File: config.mk
export PLATFORM = sky130hd
export DESIGN_NAME = fetch_buffer
export DESIGN_NICKNAME = d
export VERILOG_FILES = /design/src/rtl/fetch_buffer.sv
export SDC_FILE = /design/constraint.sdc
export NUM_CORES = 1
export LEC_CHECK = 0
export BUFFER_PORTS_ARGS = -buffer_cell sky130_fd_sc_hd__buf_2
export CAP_MARGIN = 30
export CORE_ASPECT_RATIO = 1.25
export CORE_MARGIN = 5
export CORE_UTILIZATION = 54
export CTS_BUF_LIST = sky130_fd_sc_hd__clkbuf_2 sky130_fd_sc_hd__clkbuf_4 sky130_fd_sc_hd__clkbuf_8
export CTS_CLUSTER_DIAMETER = 30
export DETAILED_ROUTE_END_ITERATION = 8
export PLACE_DENSITY = 0.89
export SYNTH_ARGS = -nofsm -noshare
export SYNTH_HDL_FRONTEND = slang
export SYNTH_SLANG_ARGS = --single-unit
File: constraint.sdc
create_clock -name clk -period 5.5 [get_ports clk]
set_input_delay 0.275 -clock clk [delete_from_list [all_inputs] [get_ports clk]]
set_output_delay 0.275 -clock clk [all_outputs]
set_load 0.005 [all_outputs]
File: src/rtl/fetch_buffer.sv
// fetch_buffer: one-at-a-time instruction fetch feeding a DEPTH-entry {pc, inst} FIFO, with flush/kill.
// Optional FETCH_ALIGN_CHECK_EN: misaligned PCs skip memory and enqueue a faulting NOP.
module fetch_buffer #(
    parameter int PC_WIDTH   = 32,
    parameter int INST_WIDTH = 32,
    parameter int DEPTH      = 2
) (
    input  logic                        clk,
    input  logic                        rst,
    input  logic [PC_WIDTH-1:0]         pc_i,
    input  logic                        pc_valid_i,
    output logic                        pc_ready_o,
    input  logic                        flush_i,
    output logic                        imem_req_o,
    output logic [PC_WIDTH-1:0]         imem_addr_o,
    input  logic                        imem_gnt_i,
    input  logic                        imem_rvalid_i,
    input  logic [INST_WIDTH-1:0]       imem_rdata_i,
    output logic                        inst_valid_o,
    input  logic                        inst_ready_i,
    output logic [INST_WIDTH-1:0]       inst_o,
    output logic [PC_WIDTH-1:0]         inst_pc_o,
    output logic                        inst_fault_o,
    output logic [$clog2(DEPTH):0]      count_o
);
    localparam int AW = $clog2(DEPTH);
    localparam int CW = AW + 1;

`ifdef FETCH_ALIGN_CHECK_EN
    typedef enum logic [1:0] {IDLE, REQ, WAIT_DATA, FAULT} state_t;
`else
    typedef enum logic [1:0] {IDLE, REQ, WAIT_DATA} state_t;
`endif

    state_t                  state;
    logic [PC_WIDTH-1:0]     cap_pc;
    logic                    kill;
    logic [AW-1:0]           wptr, rptr;
    logic [PC_WIDTH-1:0]     mem_pc   [DEPTH];
    logic [INST_WIDTH-1:0]   mem_inst [DEPTH];
    logic                    accept, push, pop;
    logic [INST_WIDTH-1:0]   push_inst;

    assign pc_ready_o   = (state == IDLE) && (count_o < CW'(DEPTH)) && !flush_i;
    assign accept       = pc_ready_o && pc_valid_i;
    assign inst_valid_o = (count_o != '0) && !flush_i;
    assign pop          = inst_valid_o && inst_ready_i;
    assign inst_o       = mem_inst[rptr];
    assign inst_pc_o    = mem_pc[rptr];

`ifdef FETCH_ALIGN_CHECK_EN
    logic                    misaligned;
    logic                    mem_fault [DEPTH];
    assign misaligned   = pc_i[1:0] != 2'b00;
    assign push         = (state == WAIT_DATA && imem_rvalid_i && !kill) || state == FAULT;
    assign push_inst    = state == FAULT ? INST_WIDTH'(32'h00000013) : imem_rdata_i;
    assign inst_fault_o = mem_fault[rptr] && count_o != '0;
    always_ff @(posedge clk)
        if (push) mem_fault[wptr] <= state == FAULT;
`else
    assign push         = state == WAIT_DATA && imem_rvalid_i && !kill;
    assign push_inst    = imem_rdata_i;
    assign inst_fault_o = 1'b0;
`endif

    always_ff @(posedge clk) begin
        if (rst) begin
            state       <= IDLE;
            imem_req_o  <= 1'b0;
            imem_addr_o <= '0;
            cap_pc      <= '0;
            kill        <= 1'b0;
        end else begin
            case (state)
                IDLE: if (accept) begin
                    imem_addr_o <= pc_i;
                    cap_pc      <= pc_i;
`ifdef FETCH_ALIGN_CHECK_EN
                    state       <= misaligned ? FAULT : REQ;
                    imem_req_o  <= !misaligned;
`else
                    state       <= REQ;
                    imem_req_o  <= 1'b1;
`endif
                end
                REQ: begin
                    if (imem_gnt_i) begin
                        state      <= WAIT_DATA;
                        imem_req_o <= 1'b0;
                    end
                    if (flush_i) kill <= 1'b1;
                end
                WAIT_DATA: begin
                    if (imem_rvalid_i) begin
                        state <= IDLE;
                        kill  <= 1'b0;
                    end else if (flush_i) begin
                        kill  <= 1'b1;
                    end
                end
                default: state <= IDLE;
            endcase
        end
    end

    // flush wins over any same-cycle push, so the reset branch also discards it
    always_ff @(posedge clk) begin
        if (rst || flush_i) begin
            wptr    <= '0;
            rptr    <= '0;
            count_o <= '0;
        end else begin
            if (push) wptr <= wptr + 1'b1;
            if (pop) rptr <= rptr + 1'b1;
            count_o <= count_o + CW'(push) - CW'(pop);
        end
    end

    always_ff @(posedge clk) begin
        if (push) begin
            mem_pc[wptr]   <= cap_pc;
            mem_inst[wptr] <= push_inst;
        end
    end
endmodule

==> results of run 1 <==
==> layer usage <==
metal / part of all wire [%] / vias to the layer above / GRT usage [%]
met5: 0 / - / 0
met4: 1.2 / 0 / 6.707
met3: 5.8 / 14 / 5.789
met2: 56 / 140 / 36.82
met1: 37 / 1863 / 21.66
li1: - / 1842 / -
==> cell type report <==
class	instances	area share (%)
Sequential cell	169	59.71
Multi-Input combinational cell	201	18.56
Timing Repair Buffer	196	14.03
Clock buffer	22	3.795
Tap cell	135	2.162
Clock inverter	10	1.169
Inverter	12	0.5765
==> critical path, stage by stage, from the launching register on <==
cell and delay [ns]:
dfxtp_1 0.35, inv_1 0.13, ha_1 0.20, nand3b_1 0.27
nor2_4 0.69, buf_4 0.58
==> registers in the layout (all words and copies together) (netlist names), named ones only <==
register,cells
cap_pc,32
count_o,2
imem_req_o,1
kill,1
mem_inst,64
mem_pc,64
rptr,1
state,2
wptr,1
==> cells in the mapped netlist, drive strengths merged (2+ instances only) <==
cell type,count
edfxtp,128
nor3,2
inv,12
buf,12
nor2,8
mux2i,2
mux2,64
ha,7
a21oi,35
dfxtp,41
nand2,68
clkbuf,8
==> final timing paths <==
check,endpoint,slack (ns),cells past startpoint
max,mem_inst[1][16],2.87,5
min,mem_inst[1][22],0.03,1
max reg2reg,mem_inst[1][16],2.87,5
min reg2reg,mem_pc[1][18],0.46,0
==> layout by cell type, fill, tap and decap left out, drive strengths merged <==
cell / count
clkinv: 6
buf: 175
nand2: 68
xor2: 1
a222oi: 1
and2: 1
o21bai: 1
a311oi: 1
bufinv: 1
dfxtp: 41
mux2i: 2
conb: 1
xnor2: 1
ha: 7
mux2: 64
nand3b: 1
or3: 1
nor2: 8
o21ai: 1
dlygate4sd3: 21
a21oi: 35
inv: 14
o211ai: 1
nand4bb: 1
nor4bb: 1
or2: 1
clkinvlp: 1
clkbuf: 22
o41ai: 1
edfxtp: 128
nor3: 2
==> metrics by stage <==
stage / hold WS [ns] / power, mW / setup slack, ns / instance area (um^2)
after floorplan: 0.3739 / 1.654 / 1.567 / 6217
after global placement: 0.4580 / 1.768 / 3.005 / 7216
after detailed placement: 0.4652 / 1.790 / 2.904 / 7216
after CTS: 0.0004068 / 2.619 / 2.883 / 7774
after global routing: 0.004279 / 2.714 / 2.681 / 7814
final: 0.03070 / 2.600 / 2.870 / 7814
==> logic make-up (layout without fill, tap and decap cells) <==
logic type | count (synthesis) | in the layout | share of synthesized area [%]
compound gates | 41 | 41 | 3.582
mux | 66 | 66 | 11.91
xor+xnor | 2 | 2 | 0.2818
flops | 169 | 169 | 75.03
simple gates | 84 | 84 | 5.514
other cells | 1 | 1 | 0.06032
fa+ha+maj | 7 | 7 | 1.409
buf+inv | 32 | 240 | 2.214
==> power by group <==
group / switching (mW) / leakage [nW] / internal (mW)
logic: 0.161 / 1.35 / 0.132
registers: 0.0383 / 1.50 / 1.44
clock network: 0.415 / 0.203 / 0.411
total: 0.615 / 3.05 / 1.99
==> results.sh, run 1 <==
export IMPL_syn_inst=402
export IMPL_io_buffers=171
export IMPL_crit_path_end_kind="flop"
export IMPL_antenna_found_initial=0
export IMPL_final_antenna_net_count=0
export IMPL_drt_total_wl_um=13320
export IMPL_ff_latch_area_mm2=0.004666
export IMPL_ys_flop_type="edfxtp_1"
export IMPL_ctsHoldBuffers=17
export IMPL_netlist_cell_type_count=28
export IMPL_synth_edf_count=128
export IMPL_hp_class="input port to flop"
export IMPL_avgSynthCellArea_um2=15.47
export IMPL_ys_ff_latch=169
export IMPL_maxCapViolations=0
export IMPL_synthesis_nets=480
export IMPL_cts_clk_slew_worst_paths_ns=0.08
export IMPL_yosys_top_cells_area="edfxtp_1, dfxtp_1, mux2_2"
export IMPL_powerDensity_mw_per_mm2=332.8
export IMPL_areaGrowthSynthToFinish_pct=25.68
export IMPL_final_nets=675
export IMPL_cts_sinks=169
export IMPL_fp_dieH_um=130.0
export IMPL_dieArea_mm2=0.01377
export IMPL_cts_buffers=17
export IMPL_vias=3859
export IMPL_overflow=0
export IMPL_peakVddDrop_mv=0.2091
export IMPL_min_period_ns=2.630
export IMPL_period_share_pct=47.82
export IMPL_final_setup_viol_count=0
export IMPL_drt_iter0_drc=222
export IMPL_n_antenna_cell=0
export IMPL_hold_viol_final=0
export IMPL_drc=0
export IMPL_path_class="flop to flop"
export IMPL_final_cells=745
export IMPL_finalMaxSlewViolations=0
export IMPL_cts_resized_gates=0
export IMPL_row_count=43
export IMPL_hpwl_um=9014
export IMPL_n_fill_cell=769
export IMPL_yosys_area_top_type="edfxtp_1"
export IMPL_post_cts_buffers=0
export IMPL_async_flop_share_pct=0
export IMPL_htreeDepth=4
export IMPL_grt_max_degree=65
export IMPL_yosysWarnings=0
export IMPL_arrival_ns=2.70
export IMPL_root_buffer="clkbuf_8"
export IMPL_cts_buffer_depth=2
export IMPL_p_leak_nw=3.053
export IMPL_initial_core_util_pct=55.56
export IMPL_ioPinCount=173
export IMPL_grt_pass1_wl_um=20460
export IMPL_clock_latency_ns=0.44
export IMPL_first_pass_iters=5
export IMPL_first_global_vias=3997
export IMPL_vias_per_cell=5.180
export IMPL_required_ns=5.57
export IMPL_startpoint_type="flop"
export IMPL_synth_top_area_share_pct=61.82
export IMPL_drive_gt1_share_pct=45.41
export IMPL_placed_cells=692
export IMPL_synth_area_mm2=0.006217
export IMPL_die_w_um=106.0
export IMPL_path_max_fanout=39
export IMPL_worst_pin_slew_ns=0.9289
export IMPL_track_usage_pct=19.78
export IMPL_wl_per_cell_um=17.88
export IMPL_core_area_mm2=0.01119
export IMPL_multi_input_area_mm2=0.001450
export IMPL_place_congestion=0.8462
export IMPL_seq_area_frac_synth_pct=75.03
export IMPL_clock_skew_ns=0.01604
export IMPL_rsz0062_at_grt="no"
export IMPL_utilization_pct=69.82
export IMPL_max_freq_mhz=380.2
export IMPL_hp_start="imem_rdata_i[22]"
export IMPL_setup_tns_final_ns=0
export IMPL_relSlewSlack_pct=38.04
export IMPL_status="complete, no violations"
export IMPL_cts_tree="done"
export IMPL_worstSetupStartpoint="state[0]"
export IMPL_reg2reg_from="state[0]"
No activity file was read; power rests on OpenSTA's default activity.
==> run 2, diff against run 1 <==
- ABC_AREA: unset -> 1
- CORE_UTILIZATION: 54 -> 49
- PLACE_DENSITY: 0.89 -> 0.85
- clock period: 5.5 -> 2.35 ns (I/O delays scaled with it)
==> results.sh, run 2 <==
export IMPL_first_global_vias=4492
export IMPL_io_buffers=171
export IMPL_yosys_top_cells_area="edfxtp_1, dfxtp_1, mux2_2"
export IMPL_met3_usage_pct=4.569
export IMPL_cts_clk_slew_worst_paths_ns=0.08
export IMPL_yosysMostFrequentCell="edfxtp_1"
export IMPL_hpwl_um=8743
export IMPL_p_leak_nw=3.240
export IMPL_synthesis_nets=499
export IMPL_clock_latency_ns=0.43
export IMPL_ys_ff_latch=169
export IMPL_final_cell_mix="buf_2, edfxtp_1, dlygate4sd3_1, mux2_2, nand2_1"
export IMPL_utilization_pct=66.07
export IMPL_netlist_cell_type_count=25
export IMPL_hp_class="input port to flop"
export IMPL_overflow=0
export IMPL_reg_largest_list="mem_inst x64, mem_pc x64, cap_pc x32"
export IMPL_track_usage_pct=18.83
export IMPL_yosys_area_top_type="edfxtp_1"
export IMPL_worst_pin_slew_ns=0.7926
export IMPL_met1_usage_pct=21.87
export IMPL_cts_buffer_depth=2
export IMPL_die_w_um=112.0
export IMPL_mostFrequentLayoutCell="buf_2"
export IMPL_final_area_mm2=0.008404
export IMPL_relSlewSlack_pct=47.10
export IMPL_place_ws_ns=0.4214
export IMPL_setup_tns_final_ns=0
export IMPL_final_cells=840
export IMPL_ys_flop_type="edfxtp_1"
export IMPL_row_count=46
export IMPL_finalMaxSlewViolations=0
export IMPL_placed_area_mm2=0.007357
export IMPL_min_period_ns=2.037
export IMPL_worstPathCellList="inv_1 -> ha_1 -> inv_2 -> nor2_8 -> buf_2"
export IMPL_arrival_ns=1.92
export IMPL_placed_cells=742
export IMPL_path_max_fanout=33
export IMPL_p_total_mw=6.848
export IMPL_powerDensity_mw_per_mm2=814.8
export IMPL_fin_hold_ws_ns=0.03299
export IMPL_place_congestion=0.8167
export IMPL_syn_inst=421
export IMPL_multi_input_area_mm2=0.001490
export IMPL_antenna_found_initial=0
export IMPL_fin_ws_ns=0.3127
export IMPL_cts_sinks=169
export IMPL_async_flop_share_pct=0
export IMPL_first_pass_iters=5
export IMPL_htreeDepth=4
export IMPL_clock_skew_ns=0.009167
export IMPL_drt_total_wl_um=14510
export IMPL_n_fill_cell=879
export IMPL_final_antenna_net_count=0
export IMPL_core_area_mm2=0.01272
export IMPL_vias=4245
export IMPL_grt_pass1_wl_um=22400
export IMPL_areaGrowthSynthToFinish_pct=31.99
export IMPL_worst_path_max_delay_cell="nor2_8"
export IMPL_fp_dieH_um=137.5
export IMPL_ioPinCount=173
export IMPL_peakVddDrop_mv=0.5139
export IMPL_cts_tree="done"
export IMPL_busiest_layer="met2"
export IMPL_required_ns=2.23
export IMPL_met2_usage_pct=33.83
export IMPL_post_cts_buffers=0
export IMPL_seq_area_frac_synth_pct=73.26
export IMPL_crit_path_end_kind="output pin"
export IMPL_crit_path_max_incr_delay_ns=0.43
export IMPL_rsz0062_at_grt="no"
export IMPL_status="complete, no violations"
export IMPL_wl_per_cell_um=17.28
export IMPL_synth_top_area_share_pct=60.37
export IMPL_path_class="flop to output pin"
export IMPL_drc=0
export IMPL_ff_latch_area_mm2=0.004666
export IMPL_drive_gt1_share_pct=41.73
export IMPL_final_nets=736
export IMPL_final_setup_viol_count=0
export IMPL_max_freq_mhz=490.9
export IMPL_synth_edf_count=128
export IMPL_cts_buffers=17
export IMPL_vias_per_cell=5.054
export IMPL_hold_viol_final=0
export IMPL_maxCapViolations=0
export IMPL_root_buffer="clkbuf_8"
export IMPL_startpoint_type="flop"
export IMPL_dieArea_mm2=0.01539
export IMPL_avgSynthCellArea_um2=15.12
export IMPL_initial_core_util_pct=50.06
export IMPL_period_share_pct=86.69
export IMPL_ys_top_cells_by_count="edfxtp_1, mux2_2, nand2_1, dfxtp_1, a21oi_1"
export IMPL_grt_max_degree=65
export IMPL_synth_area_mm2=0.006367
export IMPL_drt_iter0_drc=282
export IMPL_yosysWarnings=0
run 2: cell types whose count changed in the layout (fill, tap and decap cells not counted), moves of 4 or more:
cell           previous run  this run
nor2_1                    6        13
clkinvlp_4                1         6
dlygate4sd3_1            21        65
clkbuf_8                 21        17
nand3_1                   0        34
nand2_1                  68        43
run 2: worst max-delay path: cells and delay by family (launching register included):
kind | cells | cell delay [ns]
DFF | 1 | 0.36
and+or+nand+nor | 1 | 0.43
buffers and inverters | 3 | 0.44
adders and majority gates | 1 | 0.25
run 2: power by group:
part           leakage (nW)  internal (mW)  total, mW  switching (mW)
Combinational          1.55          0.529       1.23           0.702
Clock                 0.182          0.973       1.98            1.01
Sequential             1.51           3.52       3.64           0.121
Total                  3.24           5.02       6.85            1.83
run 2: cell type report:
type                            instances  area share [%]
Multi-Input combinational cell        212           17.73
Antenna cell                            1         0.02978
Timing Repair Buffer                  240           18.73
Sequential cell                       169           55.52
Inverter                               18          0.8039
Tap cell                              168           2.501
Clock inverter                         13           1.727
Clock buffer                           19           2.963
run 2: what timing repair did:
item | 4_1_cts | 5_1_grt
hold endpoints to repair | 97 | 0
gates resized for setup | 0 | 0
hold buffers | 65 | 0
run 2: worst paths after layout:
kind,slack (ns),depth (start not counted),to,start
worst max-delay path,0.31,5,pc_ready_o,state[0]
worst min-delay path,0.03,4,rptr,inst_ready_i
worst max register to register,0.40,8,count_o[1],state[0]
worst min register to register,0.48,0,mem_pc[1][4],cap_pc[4]
run 2: layer usage:
layer	vias up	wire length (um)
li1	1995	-
met1	2041	5574
met2	180	7751
met3	29	905
met4	0	283
met5	-	0
run 2: cells by family after synthesis:
logic type | Yosys count | synth area share, %
mux | 64 | 11.32
xor+xnor | 1 | 0.1376
other cells | 1 | 0.05889
flops | 169 | 73.26
simple gates | 97 | 6.878
fa+ha+maj | 7 | 1.375
compound gates | 42 | 3.400
buf+inv | 40 | 3.576
